`config.mk`:
```
export PLATFORM = sky130hd
export DESIGN_NAME = adder_result_accumulator
export DESIGN_NICKNAME = d
export VERILOG_FILES = /design/src/rtl/adder_pkg.sv /design/src/rtl/adder_result_accumulator_frame_counter.sv /design/src/rtl/adder_result_accumulator.sv
export SDC_FILE = /design/constraint.sdc
export NUM_CORES = 1
export LEC_CHECK = 0
export ABC_AREA = 1
export BUFFER_PORTS_ARGS = -buffer_cell sky130_fd_sc_hd__buf_2
export CORE_ASPECT_RATIO = 1.25
export CORE_MARGIN = 5
export CORE_UTILIZATION = 25
export DETAILED_ROUTE_END_ITERATION = 8
export PLACE_DENSITY_LB_ADDON = 0.25
export SLEW_MARGIN = 40
export SYNTH_ARGS = -nofsm -noshare
export SYNTH_HDL_FRONTEND = slang
export SYNTH_SLANG_ARGS = --single-unit
```
`constraint.sdc`:
```
create_clock -name Clk -period 1.43 [get_ports Clk]
set_input_delay 0.3575 -clock Clk [delete_from_list [all_inputs] [get_ports Clk]]
set_output_delay 0.3575 -clock Clk [all_outputs]
set_load 0.03 [all_outputs]
```
`src/rtl/adder_pkg.sv`:
```
// Shared constants for the adder stage and its downstream accumulator.
package adder_pkg;

  localparam int unsigned SAMPLE_W = 3;

  localparam logic [0:0] ACC_ST_ACCUM = 1'b0;
  localparam logic [0:0] ACC_ST_HOLD  = 1'b1;

  // Packs the adder outputs into one sample; value = {carry, sum}.
  function automatic logic [SAMPLE_W-1:0] make_sample(input logic carry, input logic [1:0] sum);
    return {carry, sum};
  endfunction

endpackage

```
`src/rtl/adder_result_accumulator_frame_counter.sv`:
```
// Per-frame sample counter with synchronous clear and a terminal flag
// that flags the count at which the next accept closes the frame.
module frame_counter #(
  parameter int unsigned N_SAMPLES = 16,
  parameter int unsigned CNT_W     = 5
) (
  input  logic             clk,
  input  logic             rst,
  input  logic             clr,
  input  logic             inc,
  output logic [CNT_W-1:0] count,
  output logic             last
);

  assign last = (count == CNT_W'(N_SAMPLES - 1));

  // Counter register; clear wins over increment.
  always_ff @(posedge clk or posedge rst) begin
    if (rst) begin
      count <= '0;
    end else if (clr) begin
      count <= '0;
    end else if (inc) begin
      count <= count + CNT_W'(1);
    end
  end

endmodule

```
`src/rtl/adder_result_accumulator.sv`:
```
// Sums N_SAMPLES accepted {carry, sum} samples from the adder stage and
// presents each frame total on a valid/ready port with a sticky wrap flag.
module adder_result_accumulator
  import adder_pkg::*;
#(
  parameter  int unsigned ACC_W     = 8,
  parameter  int unsigned N_SAMPLES = 16,
  localparam int unsigned CNT_W     = $clog2(N_SAMPLES + 1)
) (
  input  logic             Clk,
  input  logic             Rst,
  input  logic             In_valid,
  input  logic             Carry_in,
  input  logic [1:0]       Sum_in,
  output logic             In_ready,
  output logic             Out_valid,
  input  logic             Out_ready,
  output logic [ACC_W-1:0] Acc_out,
  output logic             Overflow,
  output logic [CNT_W-1:0] Count_out
);

  logic [0:0]       state_q, state_d;
  logic [ACC_W-1:0] acc_q, acc_d;
  logic             ovf_q, ovf_d;
  logic             accept;
  logic             cnt_clr;
  logic             cnt_last;
  logic [ACC_W:0]   add_full;

  // Both handshake outputs are pure decodes of the state flop.
  assign In_ready  = (state_q == ACC_ST_ACCUM);
  assign Out_valid = (state_q == ACC_ST_HOLD);
  assign Acc_out   = acc_q;
  assign Overflow  = ovf_q;

  assign accept   = In_valid & In_ready;
  assign add_full = {1'b0, acc_q} + (ACC_W + 1)'(make_sample(Carry_in, Sum_in));

  frame_counter #(
    .N_SAMPLES (N_SAMPLES),
    .CNT_W     (CNT_W)
  ) u_frame_counter (
    .clk   (Clk),
    .rst   (Rst),
    .clr   (cnt_clr),
    .inc   (accept),
    .count (Count_out),
    .last  (cnt_last)
  );

  // State, accumulator and overflow registers.
  always_ff @(posedge Clk or posedge Rst) begin
    if (Rst) begin
      state_q <= ACC_ST_ACCUM;
      acc_q   <= '0;
      ovf_q   <= 1'b0;
    end else begin
      state_q <= state_d;
      acc_q   <= acc_d;
      ovf_q   <= ovf_d;
    end
  end

  // Next-state logic: accumulate in ACCUM, hand off the frame in HOLD.
  always_comb begin
    state_d = state_q;
    acc_d   = acc_q;
    ovf_d   = ovf_q;
    cnt_clr = 1'b0;
    case (state_q)
      ACC_ST_ACCUM: begin
        if (accept) begin
          acc_d = add_full[ACC_W-1:0];
          ovf_d = ovf_q | add_full[ACC_W];
          if (cnt_last) begin
            state_d = ACC_ST_HOLD;
          end
        end
      end
      ACC_ST_HOLD: begin
        if (Out_ready) begin
          acc_d   = '0;
          ovf_d   = 1'b0;
          cnt_clr = 1'b1;
          state_d = ACC_ST_ACCUM;
        end
      end
      default: begin
        state_d = ACC_ST_ACCUM;
      end
    endcase
  end

endmodule
```
==> results.json <==
{
  "drc": 0,
  "power_mw": 2.35,
  "viasPerCell": 4.47,
  "drtIter0Drc": 3,
  "timing.rr.start": "Acc_out[0]",
  "finalSetupViolations": 2,
  "ys_types": 17,
  "status": "finished with violations",
  "comb_power_share": 0.513,
  "nNetsFinal": 142,
  "area_growth_syn_to_layout_pct": 32.8,
  "ys_warn_count": 0,
  "grt_pass1_vias": 750,
  "p_seq_frac": 0.334,
  "min_period_over_period": 1.03,
  "clock-skew-final_ns": 0.00635,
  "wl_per_cell_um": 11.9,
  "vias": 737,
  "io_buffers": 22,
  "drt_pass1_iterations": 4,
  "drive_above_1_share": 0.352,
  "worstSetupEndpoint": "Acc_out[4]",
  "overflow": 0,
  "path_clk_slew_ns": 0.07,
  "p_sw_mw": 1.14,
  "syn_area_per_cell_um2": 8.29,
  "grt_pass1_wl_um": 3320,
  "cts_inserted_buffers": 3,
  "irDropWorstVdd_v": 0.00102,
  "chipHeight_um": 73.7,
  "endpoint_kind": "register",
  "rsz0062_at_grt": "yes",
  "layout_min_cycle_time_ns": 1.48,
  "reg2regPathDepth": 8,
  "antenna_found_initial": 0,
  "cts_tree": "done",
  "start_util": 0.257,
  "ys_seq_elements": 15,
  "cts_htree_levels": 1,
  "hpwl_um": 1510,
  "p_clk_frac": 0.153,
  "synth_nets": 111,
  "hold-worst-slack_ns": 0.000507,
  "root_buffer": "clkbuf_8",
  "critical_path_class": "reg -> reg",
  "relSlewSlack": 0.840,
  "tightest_slew_ns": 0.240,
  "clock_path_buffers": 2,
  "ios": 23,
  "yosys-top-cells-area": "dfrtp_1 (46%), nand2_1 (13%), ha_1 (7.7%)",
  "die_area_um2": 4500,
  "grt_use_total": 0.100,
  "reg2reg_to": "Acc_out[4]",
  "syn_area_um2": 812,
  "holdBufCountCts": 0,
  "placed_area_um2": 1010,
  "setup_ws_ns": -0.0467,
  "die_x_um": 61.0,
  "hold_violations": 0,
  "final_cell_area_um2": 1080,
  "crit_start": "Acc_out[0]",
  "rows": 23,
  "synth_top_area_cell": "dfrtp_1",
  "ant_nets": 0,
  "fp.coreArea_um2": 3170,
  "intPower_mw": 1.21,
  "syn_inst": 98,
  "clk_latency_ns": 0.25,
  "maxSlewViolCount": 0,
  "yosys.area.top_type_share": 0.462,
  "reg2reg_slack_ns": -0.05,
  "synth_seq_area_share": 0.462,
  "worst-path-max-fanout": 3,
  "swShare": 0.486,
  "leakagePower_nw": 0.593,
  "cts_sinks": 15,
  "dp.cells": 161,
  "violations": "negative setup slack",
  "worstPathArrival_ns": 1.63,
  "fmax_ghz": 0.677,
  "wirelength_um": 1960,
  "diodes": 0,
  "hp-class": "in -> async",
  "drv_cap": 0,
  "instances_no_fill": 165,
  "power_density_nw_per_um2": 2180,
  "gp_congestion": 0.779,
  "worstPathRequired_ns": 1.58,
  "fin_util": 0.341,
  "cp-start-kind": "register",
  "grt_max_degree": 11
}
## cells in the final DEF, fill, tap and decap left out, types with 2 or more instances in the layout
master / synthesis / final
buf_2: 0 / 22
nor2_2: 2 / 2
inv_2: 3 / 3
nand4_1: 3 / 3
nand2_1: 28 / 25
nand2_2: 2 / 3
inv_1: 11 / 11
nor2_1: 7 / 7
o21ai_1: 1 / 2
dfrtp_1: 15 / 14
buf_4: 0 / 4
nand2_4: 2 / 4
nand3_1: 7 / 7
ha_1: 5 / 4
clkbuf_8: 0 / 3
o21ai_0: 5 / 4
a22o_1: 2 / 2
a21oi_1: 3 / 3
## cell usage after synthesis (all sizes together)
master / number
nand2: 32
a21oi: 3
dfrtp: 15
inv: 14
nand3: 7
nand4: 3
nor2: 9
a22o: 2
ha: 5
fa: 1
o22ai: 1
o21ai: 6
## worst max-delay path, cell delays in order (launching register included)
cell and delay [ns]:
dfrtp_2 0.43, ha_4 0.17, fa_2 0.34, nand2_2 0.10, nand2_4 0.07, nand2_4 0.07
inv_1 0.04, o21ai_1 0.10, nand2_1 0.06
## worst min path at each step
stage	from	to	slack, ns	cells past startpoint
after CTS	Rst	Acc_out[1]	0.008	2
final	Rst	Acc_out[1]	0.0005	2
after detailed placement	Rst	Acc_out[1]	0.29	2
after floorplan	Rst	Acc_out[1]	0.26	1
after global placement	Rst	Acc_out[1]	0.29	2
after global routing	Rst	Acc_out[1]	0.02	2
## flip-flops by register name (all words and copies together), names as in the netlist
register	count
Out_valid	1
Overflow	1
Acc_out	8
u_frame_counter.count	5
## routing by layer
| metal | global-route usage | vias to the layer above | part of all wire |
|---|---|---|---|
| li1 | - | 375 | - |
| met1 | 0.114 | 344 | 0.41 |
| met2 | 0.169 | 14 | 0.52 |
| met3 | 0.0211 | 4 | 0.039 |
| met4 | 0.0578 | 0 | 0.028 |
| met5 | 0 | - | 0 |
## layout make-up
cell class,count,area (um2)
Tap cell,37,46.3
Clock inverter,1,5.00
Sequential cell,15,377
Fill cell,352,2090
Multi-Input combinational cell,69,417
Inverter,14,52.6
Timing Repair Buffer,26,140
Clock buffer,3,41.3
## stage by stage
stage / setup TNS (ns) / worst slack, ns
2_1_floorplan: -0.184 / -0.106
3_3_place_gp: -0.248 / -0.107
3_5_place_dp: -0.352 / -0.147
4_1_cts: -0.0945 / -0.0493
5_1_grt: -0.386 / -0.108
6_report: -0.0824 / -0.0467
## cells by family after synthesis
family	synth area share
buffers and inverters	0.0647
AOI/OAI and AO/OA	0.0847
and+or+nand+nor	0.287
DFF	0.462
adders and majority gates	0.102
## power groups by stage
stage               logic, mW  registers, mW  clock network [mW]
floorplan               0.455           1.12                   0
global placement         1.16          0.781                   0
detailed placement       1.18          0.786                   0
CTS                      1.20          0.781               0.372
global route             1.34          0.823               0.384
finish                   1.21          0.784               0.360
## what timing repair did
action	4_1_cts	5_1_grt
cloned	0	0
resized for setup	3	2
setup buffers	0	0
endpoints found under the setup margin	2	6
pin swaps	1	2
No activity file was read; power rests on OpenSTA's default activity.
